$ cat src/rtl/alu_exec_if.sv
// Start/done handshake and operand/result bundle between the issuing stage and alu_exec.
// The issuing side takes the master modport; alu_exec takes the slave modport.
interface alu_exec_if #(
  parameter int WIDTH   = 32,
  parameter int SHAMT_W = 5
);
  logic               Start;
  logic [2:0]         Ctrl;
  logic [WIDTH-1:0]   A;
  logic [WIDTH-1:0]   B;
  logic [SHAMT_W-1:0] Shamt;
  logic [WIDTH-1:0]   Result;
  logic               Zero;
  logic               Busy;
  logic               Done;

  modport master (
    output Start, Ctrl, A, B, Shamt,
    input  Result, Zero, Busy, Done
  );

  modport slave (
    input  Start, Ctrl, A, B, Shamt,
    output Result, Zero, Busy, Done
  );
endinterface

$ cat src/rtl/alu_exec.sv
// Execute-stage ALU: one-cycle arithmetic/logic ops and an iterative one-bit-per-cycle sll.
// Defining ALU_FAST_SHIFT_EN replaces the iterative sll with a single-cycle barrel shifter.
module alu_exec #(
  parameter int WIDTH   = 32,
  parameter int SHAMT_W = 5
) (
  input  logic     Clk,
  input  logic     Rst,
  alu_exec_if.slave bus
);

  localparam logic [0:0] S_IDLE  = 1'b0;
  localparam logic [0:0] S_SHIFT = 1'b1;

  localparam logic [2:0] OP_ADD = 3'b000;
  localparam logic [2:0] OP_LW  = 3'b001;
  localparam logic [2:0] OP_SW  = 3'b010;
  localparam logic [2:0] OP_AND = 3'b011;
  localparam logic [2:0] OP_NOR = 3'b100;
  localparam logic [2:0] OP_SLL = 3'b101;
  localparam logic [2:0] OP_BEQ = 3'b110;
  localparam logic [2:0] OP_SLT = 3'b111;

  logic [0:0]         state_q,  state_d;
  logic [WIDTH-1:0]   sreg_q,   sreg_d;
  logic [SHAMT_W-1:0] cnt_q,    cnt_d;
  logic [WIDTH-1:0]   result_q, result_d;
  logic               zero_q,   zero_d;
  logic               done_q,   done_d;
  logic               start_shift;

  // Single-cycle result for every code that completes straight from IDLE.
  function automatic logic [WIDTH-1:0] alu_comb(
    input logic [2:0]         ctrl,
    input logic [WIDTH-1:0]   a,
    input logic [WIDTH-1:0]   b,
    input logic [SHAMT_W-1:0] shamt
  );
    logic [WIDTH-1:0] r;
    r = '0;
    case (ctrl)
      OP_ADD, OP_LW, OP_SW: r = a + b;
      OP_AND:               r = a & b;
      OP_NOR:               r = ~(a | b);
`ifdef ALU_FAST_SHIFT_EN
      OP_SLL:               r = b << shamt;
`else
      // Only shifts of 0 or 1 reach here; longer ones go through SHIFT.
      OP_SLL:               r = (shamt == '0) ? b : {b[WIDTH-2:0], 1'b0};
`endif
      OP_BEQ:               r = a - b;
      OP_SLT:               r = {{(WIDTH-1){1'b0}}, ($signed(a) < $signed(b))};
      default:              r = '0;
    endcase
    return r;
  endfunction

`ifdef ALU_FAST_SHIFT_EN
  assign start_shift = 1'b0;
`else
  assign start_shift = (bus.Ctrl == OP_SLL) && (bus.Shamt > SHAMT_W'(1));
`endif

  always_comb begin
    state_d  = state_q;
    sreg_d   = sreg_q;
    cnt_d    = cnt_q;
    result_d = result_q;
    zero_d   = zero_q;
    done_d   = 1'b0;
    case (state_q)
      S_IDLE: begin
        if (bus.Start) begin
          if (start_shift) begin
            // The first shift happens on the capture edge so Done lands after Shamt cycles.
            sreg_d  = {bus.B[WIDTH-2:0], 1'b0};
            cnt_d   = bus.Shamt - SHAMT_W'(1);
            state_d = S_SHIFT;
          end else begin
            result_d = alu_comb(bus.Ctrl, bus.A, bus.B, bus.Shamt);
            zero_d   = (result_d == '0);
            done_d   = 1'b1;
          end
        end
      end
      S_SHIFT: begin
        if (cnt_q > SHAMT_W'(1)) begin
          sreg_d = {sreg_q[WIDTH-2:0], 1'b0};
          cnt_d  = cnt_q - SHAMT_W'(1);
        end else begin
          result_d = {sreg_q[WIDTH-2:0], 1'b0};
          zero_d   = (result_d == '0);
          done_d   = 1'b1;
          state_d  = S_IDLE;
        end
      end
      default: state_d = S_IDLE;
    endcase
  end

  always_ff @(posedge Clk or posedge Rst) begin
    if (Rst) begin
      state_q  <= S_IDLE;
      sreg_q   <= '0;
      cnt_q    <= '0;
      result_q <= '0;
      zero_q   <= 1'b0;
      done_q   <= 1'b0;
    end else begin
      state_q  <= state_d;
      sreg_q   <= sreg_d;
      cnt_q    <= cnt_d;
      result_q <= result_d;
      zero_q   <= zero_d;
      done_q   <= done_d;
    end
  end

  assign bus.Result = result_q;
  assign bus.Zero   = zero_q;
  assign bus.Busy   = (state_q == S_SHIFT);
  assign bus.Done   = done_q;

endmodule
$ cat src/flat_wrapper.sv
// flat-port wrapper written by rule: the top's interface ports become plain ports
module alu_exec_flat 
#(
  parameter int WIDTH   = 32,
  parameter int SHAMT_W = 5
)
  (Clk, Rst, bus_Start, bus_Ctrl, bus_A, bus_B, bus_Shamt, bus_Result, bus_Zero, bus_Busy, bus_Done);
  alu_exec_if #(.WIDTH(WIDTH), .SHAMT_W(SHAMT_W)) bus_i ();
  input  logic Clk;
  input  logic Rst;
  input wire logic [$bits(bus_i.Start)-1:0] bus_Start;
  input wire logic [$bits(bus_i.Ctrl)-1:0] bus_Ctrl;
  input wire logic [$bits(bus_i.A)-1:0] bus_A;
  input wire logic [$bits(bus_i.B)-1:0] bus_B;
  input wire logic [$bits(bus_i.Shamt)-1:0] bus_Shamt;
  output wire logic [$bits(bus_i.Result)-1:0] bus_Result;
  output wire logic [$bits(bus_i.Zero)-1:0] bus_Zero;
  output wire logic [$bits(bus_i.Busy)-1:0] bus_Busy;
  output wire logic [$bits(bus_i.Done)-1:0] bus_Done;
  assign bus_i.Start = bus_Start;
  assign bus_i.Ctrl = bus_Ctrl;
  assign bus_i.A = bus_A;
  assign bus_i.B = bus_B;
  assign bus_i.Shamt = bus_Shamt;
  assign bus_Result = bus_i.Result;
  assign bus_Zero = bus_i.Zero;
  assign bus_Busy = bus_i.Busy;
  assign bus_Done = bus_i.Done;
  alu_exec #(.WIDTH(WIDTH), .SHAMT_W(SHAMT_W)) u_core (.Clk(Clk), .Rst(Rst), .bus(bus_i));
endmodule
$ cat config.mk
export PLATFORM = sky130hd
export DESIGN_NAME = alu_exec_flat
export DESIGN_NICKNAME = d
export VERILOG_FILES = /design/src/rtl/alu_exec_if.sv /design/src/rtl/alu_exec.sv /design/src/flat_wrapper.sv
export SDC_FILE = /design/constraint.sdc
export NUM_CORES = 1
export LEC_CHECK = 0
export ABC_AREA = 1
export CAP_MARGIN = 40
export CORE_MARGIN = 2
export CORE_UTILIZATION = 45
export CTS_CLUSTER_SIZE = 40
export DETAILED_ROUTE_END_ITERATION = 10
export PLACE_DENSITY_LB_ADDON = 0.1
export SLEW_MARGIN = 25
export SYNTH_ARGS = -nofsm -noshare
export SYNTH_HDL_FRONTEND = slang
export SYNTH_SLANG_ARGS = --single-unit
$ cat constraint.sdc
create_clock -name Clk -period 2.87 [get_ports Clk]
set_input_delay 0.4305 -clock Clk [delete_from_list [all_inputs] [get_ports Clk]]
set_output_delay 0.4305 -clock Clk [all_outputs]
set_load 0.1 [all_outputs]
==> impl_metrics.tcl, run 1 <==
set metrics [dict create \
    grt_first_pass_wirelength_um 68100 \
    synth-seq-area-share_pct 17.4 \
    io_buffers 109 \
    fin_skew_ns 0.00516 \
    place_ws_ns -0.665 \
    ctsLongestPathBuffers 2 \
    dp_hpwl_um 37000 \
    max_freq_mhz 336 \
    final.period_utilization_pct 104 \
    critPathLaunchType "primary input" \
    finalMaxSlewViolations 0 \
    cts.clk_slew.worst_paths_ns 0.06 \
    antenna_found_initial 1 \
    ys_types 48 \
    worstHoldPathType "primary input to async pin" \
    via_per_inst 5.37 \
    ys.flop_type "dfrtp_1" \
    die_h_um 154 \
    cp.arrival_ns 3.24 \
    synth-edff-count 0 \
    ir_drop_uv 582 \
    wl_um 44700 \
    grt_use_total_pct 37.0 \
    rsz0062_at_grt "yes" \
    syn_nets 1954 \
    drt_iter0_drc 1212 \
    netlist_instances 1777 \
    layout-drive-gt1-share_pct 26.3 \
    synth_area_leader_cell "nand2_1" \
    die_w_um 154 \
    endpoint_kind "flip-flop" \
    synth_common_cells "nand2_1, inv_1, nor2_1" \
    cellPowerDensity_nw_per_um2 598 \
    dr.pass1.iters 5 \
    tightest_slew_ns 0.645 \
    maxSlewHeadroom_pct 56.7 \
    syn2layout_area_growth_pct 48.6 \
    crit_required_ns 3.14 \
    layout.nets 2370 \
    cp_max_fo 6 \
    grt_overflow 0 \
    setup_viol 1 \
    drcViolationCount 0 \
    cts_buffers 9 \
    avgSynthCellArea_sq_um 5.66 \
    grt_pass1_vias 12592 \
    vias 13300 \
    routabilityCongestion 1.05 \
    cts_root_buf "clkbuf_16" \
    fillers 2057 \
    cts-htree-levels 3 \
    totalPowerFinal_mw 8.94 \
    fin_ws_ns -0.106 \
    critPathKind "primary input to flip-flop" \
    clock-sinks 70 \
    leakagePower_nw 7.94 \
    yosys.cell_count.top_type "nand2_1" \
    start_util_pct 46.0 \
    final_antenna_net_count 0 \
    fin_crit_ns 2.98 \
    status "finished, violations left" \
    core_sq_um 21900 \
    synthTopCellsByArea "nand2_1, dfrtp_1, ha_1" \
    yosys_warnings 0 \
    clkLatencyLatePin_ns 0.34 \
    grt_max_degree 49 \
    violations "setup timing" \
    wire_per_inst_um 18.0 \
    cts_tree "built" \
    num_rows 54 \
    synth-seq-cells 70 \
    maxCapViolCount 0 \
    synth_top_cell_area_share_pct 20.3 \
    netlist_area_sq_um 10100 \
    finalHoldViolCount 0 \
    pin_count 110 \
    async_flop_share_pct 100 \
    die_area_sq_um 23600 \
]
registers in the layout, indices dropped and copies added, names as in the netlist:
| register | flops |
|---|---|
| u_core.bus.Busy | 1 |
| u_core.cnt_q | 5 |
| u_core.bus.Result | 32 |
| u_core.sreg_q | 30 |
| u_core.bus.Zero | 1 |
| u_core.bus.Done | 1 |
what timing repair did:
item | in CTS | in global routing
pin swaps | 7 | 16
setup endpoints to repair | 4 | 13
hold buffers | 0 | 0
setup buffers | 2 | 7
resized for setup | 89 | 90
critical path: stages:
cell             delay [ns]
clkdlybuf4s50_1        0.49
inv_1                  0.08
ha_2                   0.42
nand2_1                0.17
nor2_2                 0.18
inv_1                  0.08
nor2_2                 0.16
nand3_1                0.15
nand3_1                0.12
nand2_1                0.05
inv_1                  0.05
nor2_1                 0.04
nor2_1                 0.14
buf_4                  0.16
nand2_1                0.05
nor2_1                 0.10
nand4_1                0.11
nor2_2                 0.13
nor2_1                 0.05
nor2_1                 0.09
final timing paths:
kind,startpoint,to,slack (ns),depth (start not counted)
max,bus_B[22],u_core.bus.Zero$_DFFE_PP0P_,-0.11,20
min,Rst,u_core.sreg_q[29]$_DFFE_PP0P_,0.47,2
max reg2reg,u_core.bus.Busy$_DFF_PP0_,u_core.bus.Zero$_DFFE_PP0P_,0.53,8
min reg2reg,u_core.bus.Result[2]$_DFFE_PP0P_,u_core.bus.Result[2]$_DFFE_PP0P_,0.49,2
max in group asynchronous,Rst,u_core.bus.Result[10]$_DFFE_PP0P_,1.74,3
min in group Clk,u_core.bus.Result[2]$_DFFE_PP0P_,u_core.bus.Result[2]$_DFFE_PP0P_,0.49,2
stage by stage:
step	util [%]	instance area (sq um)	std cells	setup TNS [ns]	hold WS [ns]
floorplan	-	10100	1777	0	0.496
global placement	63.5	13900	2453	-5.47	0.469
detailed placement	63.5	13900	2453	-6.11	0.471
CTS	66.3	14500	2471	0	0.477
global route	68.3	15000	2478	-0.308	0.513
finish	68.3	15000	2479	-0.106	0.469
report_power, final:
part | total [mW] | internal (mW) | switching [mW]
clock | 1.11 | 0.673 | 0.437
sequential | 1.80 | 1.47 | 0.332
combinational | 6.02 | 1.86 | 4.16
total | 8.94 | 4.00 | 4.93
logic make-up after synthesis:
family                     synth area share, %
buffers and inverters                     15.2
DFF                                       17.4
adders and majority gates                 12.8
and+or+nand+nor                           38.1
AOI/OAI and AO/OA                         15.9
xor gates and xnor gates                 0.522
layer usage:
metal | global-route usage (%) | part of all wire, % | up-vias
li1 | - | - | 6449
met1 | 52.7 | 45 | 6173
met2 | 58.7 | 43 | 583
met3 | 4.37 | 8.5 | 95
met4 | 11.1 | 3.1 | 0
met5 | 0 | 0 | -
placed cells by master, fill, tap and decap left out, types with 11 or more instances in the layout:
cell / count
a21oi_1: 89
a21oi_2: 16
a31oi_1: 23
buf_12: 11
buf_4: 390
clkdlybuf4s50_1: 70
dfrtp_1: 69
ha_1: 69
ha_4: 24
inv_1: 303
nand2_1: 515
nand2_2: 31
nand3_1: 134
nand3_2: 11
nand4_1: 21
nor2_1: 148
nor2_2: 37
o21ai_0: 103
layout make-up:
class,count,area (sq um),area share (%)
sequential,70,1750,11.7
antenna,1,2.50,0.0167
clock buffer,9,225,1.51
tap,280,350,2.34
timing repair buffer,475,3890,26.0
clock inverter,7,73.8,0.494
multi-input combinational,1324,7480,50.0
inverter,313,1170,7.86
Note: power is estimated with default switching activity, not from simulation.
==> run 2, diff against run 1 <==
--- a/config.mk
+++ b/config.mk
@@ -9,6 +9,7 @@
 export CAP_MARGIN = 40
 export CORE_MARGIN = 2
 export CORE_UTILIZATION = 45
+export CTS_BUF_LIST = sky130_fd_sc_hd__clkbuf_4 sky130_fd_sc_hd__clkbuf_8
 export CTS_CLUSTER_SIZE = 40
 export DETAILED_ROUTE_END_ITERATION = 10
 export PLACE_DENSITY_LB_ADDON = 0.1
==> constraint.sdc (replaced) <==
create_clock -name Clk -period 3.2 [get_ports Clk]
set_input_delay 0.48 -clock Clk [delete_from_list [all_inputs] [get_ports Clk]]
set_output_delay 0.48 -clock Clk [all_outputs]
set_load 0.1 [all_outputs]
==> run 2 against run 1 <==
The flow now finishes without violations. Combinational power shrank 10%. Cell count increased by 0.20%. Final area shrank 2.6%. Clock-buffer cell count unchanged. Power shrank 12%. First-iteration DRC count grew 15%. Die area unchanged. Wire length increased by 1.5%. Via count grew 0.29%. Sequential share of layout area increased by 0.32 points. Worst setup slack gained 0.21 ns. Critical endpoint unchanged. Sequential power down 11%.
==> impl_metrics.tcl, run 2 (synthesized netlist as in run 1, its figures left out) <==
set metrics [dict create \
    maxSlewHeadroom_pct 55.6 \
    pin_count 110 \
    leakagePower_nw 7.95 \
    cts.clk_slew.worst_paths_ns 0.08 \
    routabilityCongestion 1.03 \
    ctsLongestPathBuffers 2 \
    cp.arrival_ns 3.39 \
    fillers 2064 \
    vias 13338 \
    grt_use_total_pct 37.2 \
    start_util_pct 46.0 \
    syn2layout_area_growth_pct 44.7 \
    grt_first_pass_wirelength_um 68200 \
    final_cell_mix "nand2_1, buf_4, inv_1" \
    final_antenna_net_count 0 \
    layout.nets 2376 \
    cellPowerDensity_nw_per_um2 537 \
    diodes 0 \
    die_h_um 154 \
    critPathLaunchType "primary input" \
    finalHoldViolCount 0 \
    tightest_slew_ns 0.661 \
    ir_drop_uv 598 \
    grt_pass1_vias 12392 \
    num_rows 54 \
    finalMaxSlewViolations 0 \
    core_sq_um 21900 \
    cts_buffers 9 \
    setup_viol 0 \
    maxCapViolCount 0 \
    mostFrequentLayoutCell "nand2_1" \
    die_area_sq_um 23600 \
    layout-drive-gt1-share_pct 23.9 \
    cp_max_fo 3 \
    crit_required_ns 3.49 \
    wl_um 45300 \
    holdWs_ns 0.387 \
    dp_hpwl_um 37900 \
    endpoint_kind "flip-flop" \
    clkLatencyLatePin_ns 0.36 \
    hold_buffers 0 \
    placed_area_sq_um 14000 \
    grt_overflow 0 \
    max_freq_mhz 323 \
    io_buffers 109 \
    status "complete, no violations" \
    largest_reg_flops 32 \
    fin_area_sq_um 14600 \
    grt_max_degree 58 \
    critPathKind "primary input to flip-flop" \
    fin_skew_ns 0.00804 \
    clock-sinks 70 \
    fin_util_pct 66.5 \
    drt_iter0_drc 1389 \
    cts_tree "built" \
    dr.pass1.iters 6 \
    cts_root_buf "clkbuf_8" \
    final.period_utilization_pct 96.8 \
    worstHoldPathType "primary input to async pin" \
    die_w_um 154 \
    wire_per_inst_um 18.3 \
    drcViolationCount 0 \
    fin_crit_ns 3.10 \
    antenna_found_initial 0 \
    via_per_inst 5.37 \
    cts-htree-levels 3 \
]
-- run 2: cell count changes in the layout (fill, tap and decap cells not counted), moves of 13 or more --
| cell | previous run | this run |
|---|---|---|
| nand2_1 | 515 | 530 |
| ha_4 | 24 | 7 |
| ha_1 | 69 | 84 |
| nor2_1 | 148 | 163 |
| nand2_2 | 31 | 17 |
| nor2_2 | 37 | 24 |
-- run 2: final cells by class --
cell class / count / area [sq um] / area share, %
clock inverter: 7 / 97.6 / 0.670
sequential: 70 / 1750 / 12.0
multi-input combinational: 1324 / 7130 / 49.0
tap: 280 / 350 / 2.41
clock buffer: 9 / 124 / 0.851
timing repair buffer: 481 / 3930 / 27.0
inverter: 313 / 1170 / 8.07
-- run 2: power by group --
group / switching [mW] / internal (mW) / leakage [nW]
Combinational: 3.75 / 1.67 / 7.00
Clock: 0.361 / 0.441 / 0.106
Sequential: 0.279 / 1.32 / 0.842
Total: 4.39 / 3.43 / 7.95
-- run 2: repair_timing --
| action | in CTS | in global routing |
|---|---|---|
| resized for setup | 11 | 85 |
| pin swaps | 0 | 8 |
| setup buffers | 0 | 4 |
| setup endpoints to repair | 1 | 3 |
-- run 2: path summary, 6_finish.rpt --
path	from	to	slack [ns]	cells past startpoint
min in group Clk	u_core.bus.Result[28]$_DFFE_PP0P_	u_core.bus.Result[28]$_DFFE_PP0P_	0.51	2
max reg2reg	u_core.bus.Busy$_DFF_PP0_	u_core.bus.Zero$_DFFE_PP0P_	0.92	9
max	bus_A[0]	u_core.bus.Zero$_DFFE_PP0P_	0.10	20
min reg2reg	u_core.bus.Result[28]$_DFFE_PP0P_	u_core.bus.Result[28]$_DFFE_PP0P_	0.51	2
max in group asynchronous	Rst	u_core.cnt_q[0]$_DFFE_PP0P_	2.19	3
min	Rst	u_core.sreg_q[27]$_DFFE_PP0P_	0.39	2
-- run 2: routing by layer --
layer / routed length, um / up-vias / global-route usage, % / share of wire (%)
met1: 19500 / 6155 / 52.8 / 43
met3: 4900 / 72 / 7.58 / 11
met5: 0 / - / 0 / 0
met2: 19900 / 670 / 57.9 / 44
li1: - / 6441 / - / -
met4: 988 / 0 / 9.61 / 2.2
-- run 2: per-stage QoR --
stage / power [mW] / worst slack, ns / std cells / setup TNS [ns]
after floorplan: 4.98 / 0.812 / 1777 / 0
after global placement: 6.71 / -0.496 / 2463 / -1.50
after detailed placement: 6.83 / -0.507 / 2464 / -1.64
after CTS: 7.66 / 0.0327 / 2480 / 0
after global routing: 8.22 / -0.0184 / 2484 / -0.0184
final: 7.82 / 0.104 / 2484 / 0
-- run 2: critical path, cell delays in order --
cell and delay, ns:
clkdlybuf4s50_1 0.43, inv_1 0.09, ha_2 0.18, inv_1 0.07, fa_2 0.36, nand2_2 0.10
nand2_1 0.11, nand4_1 0.13, nand2_1 0.09, nand2_1 0.15, nand2_2 0.09, nand2_1 0.13
nand4_1 0.10, nand3_1 0.09, nand3_1 0.23, nor2_1 0.19, nand3_1 0.09, nor2_1 0.12
nor2_1 0.05, nor2_1 0.09
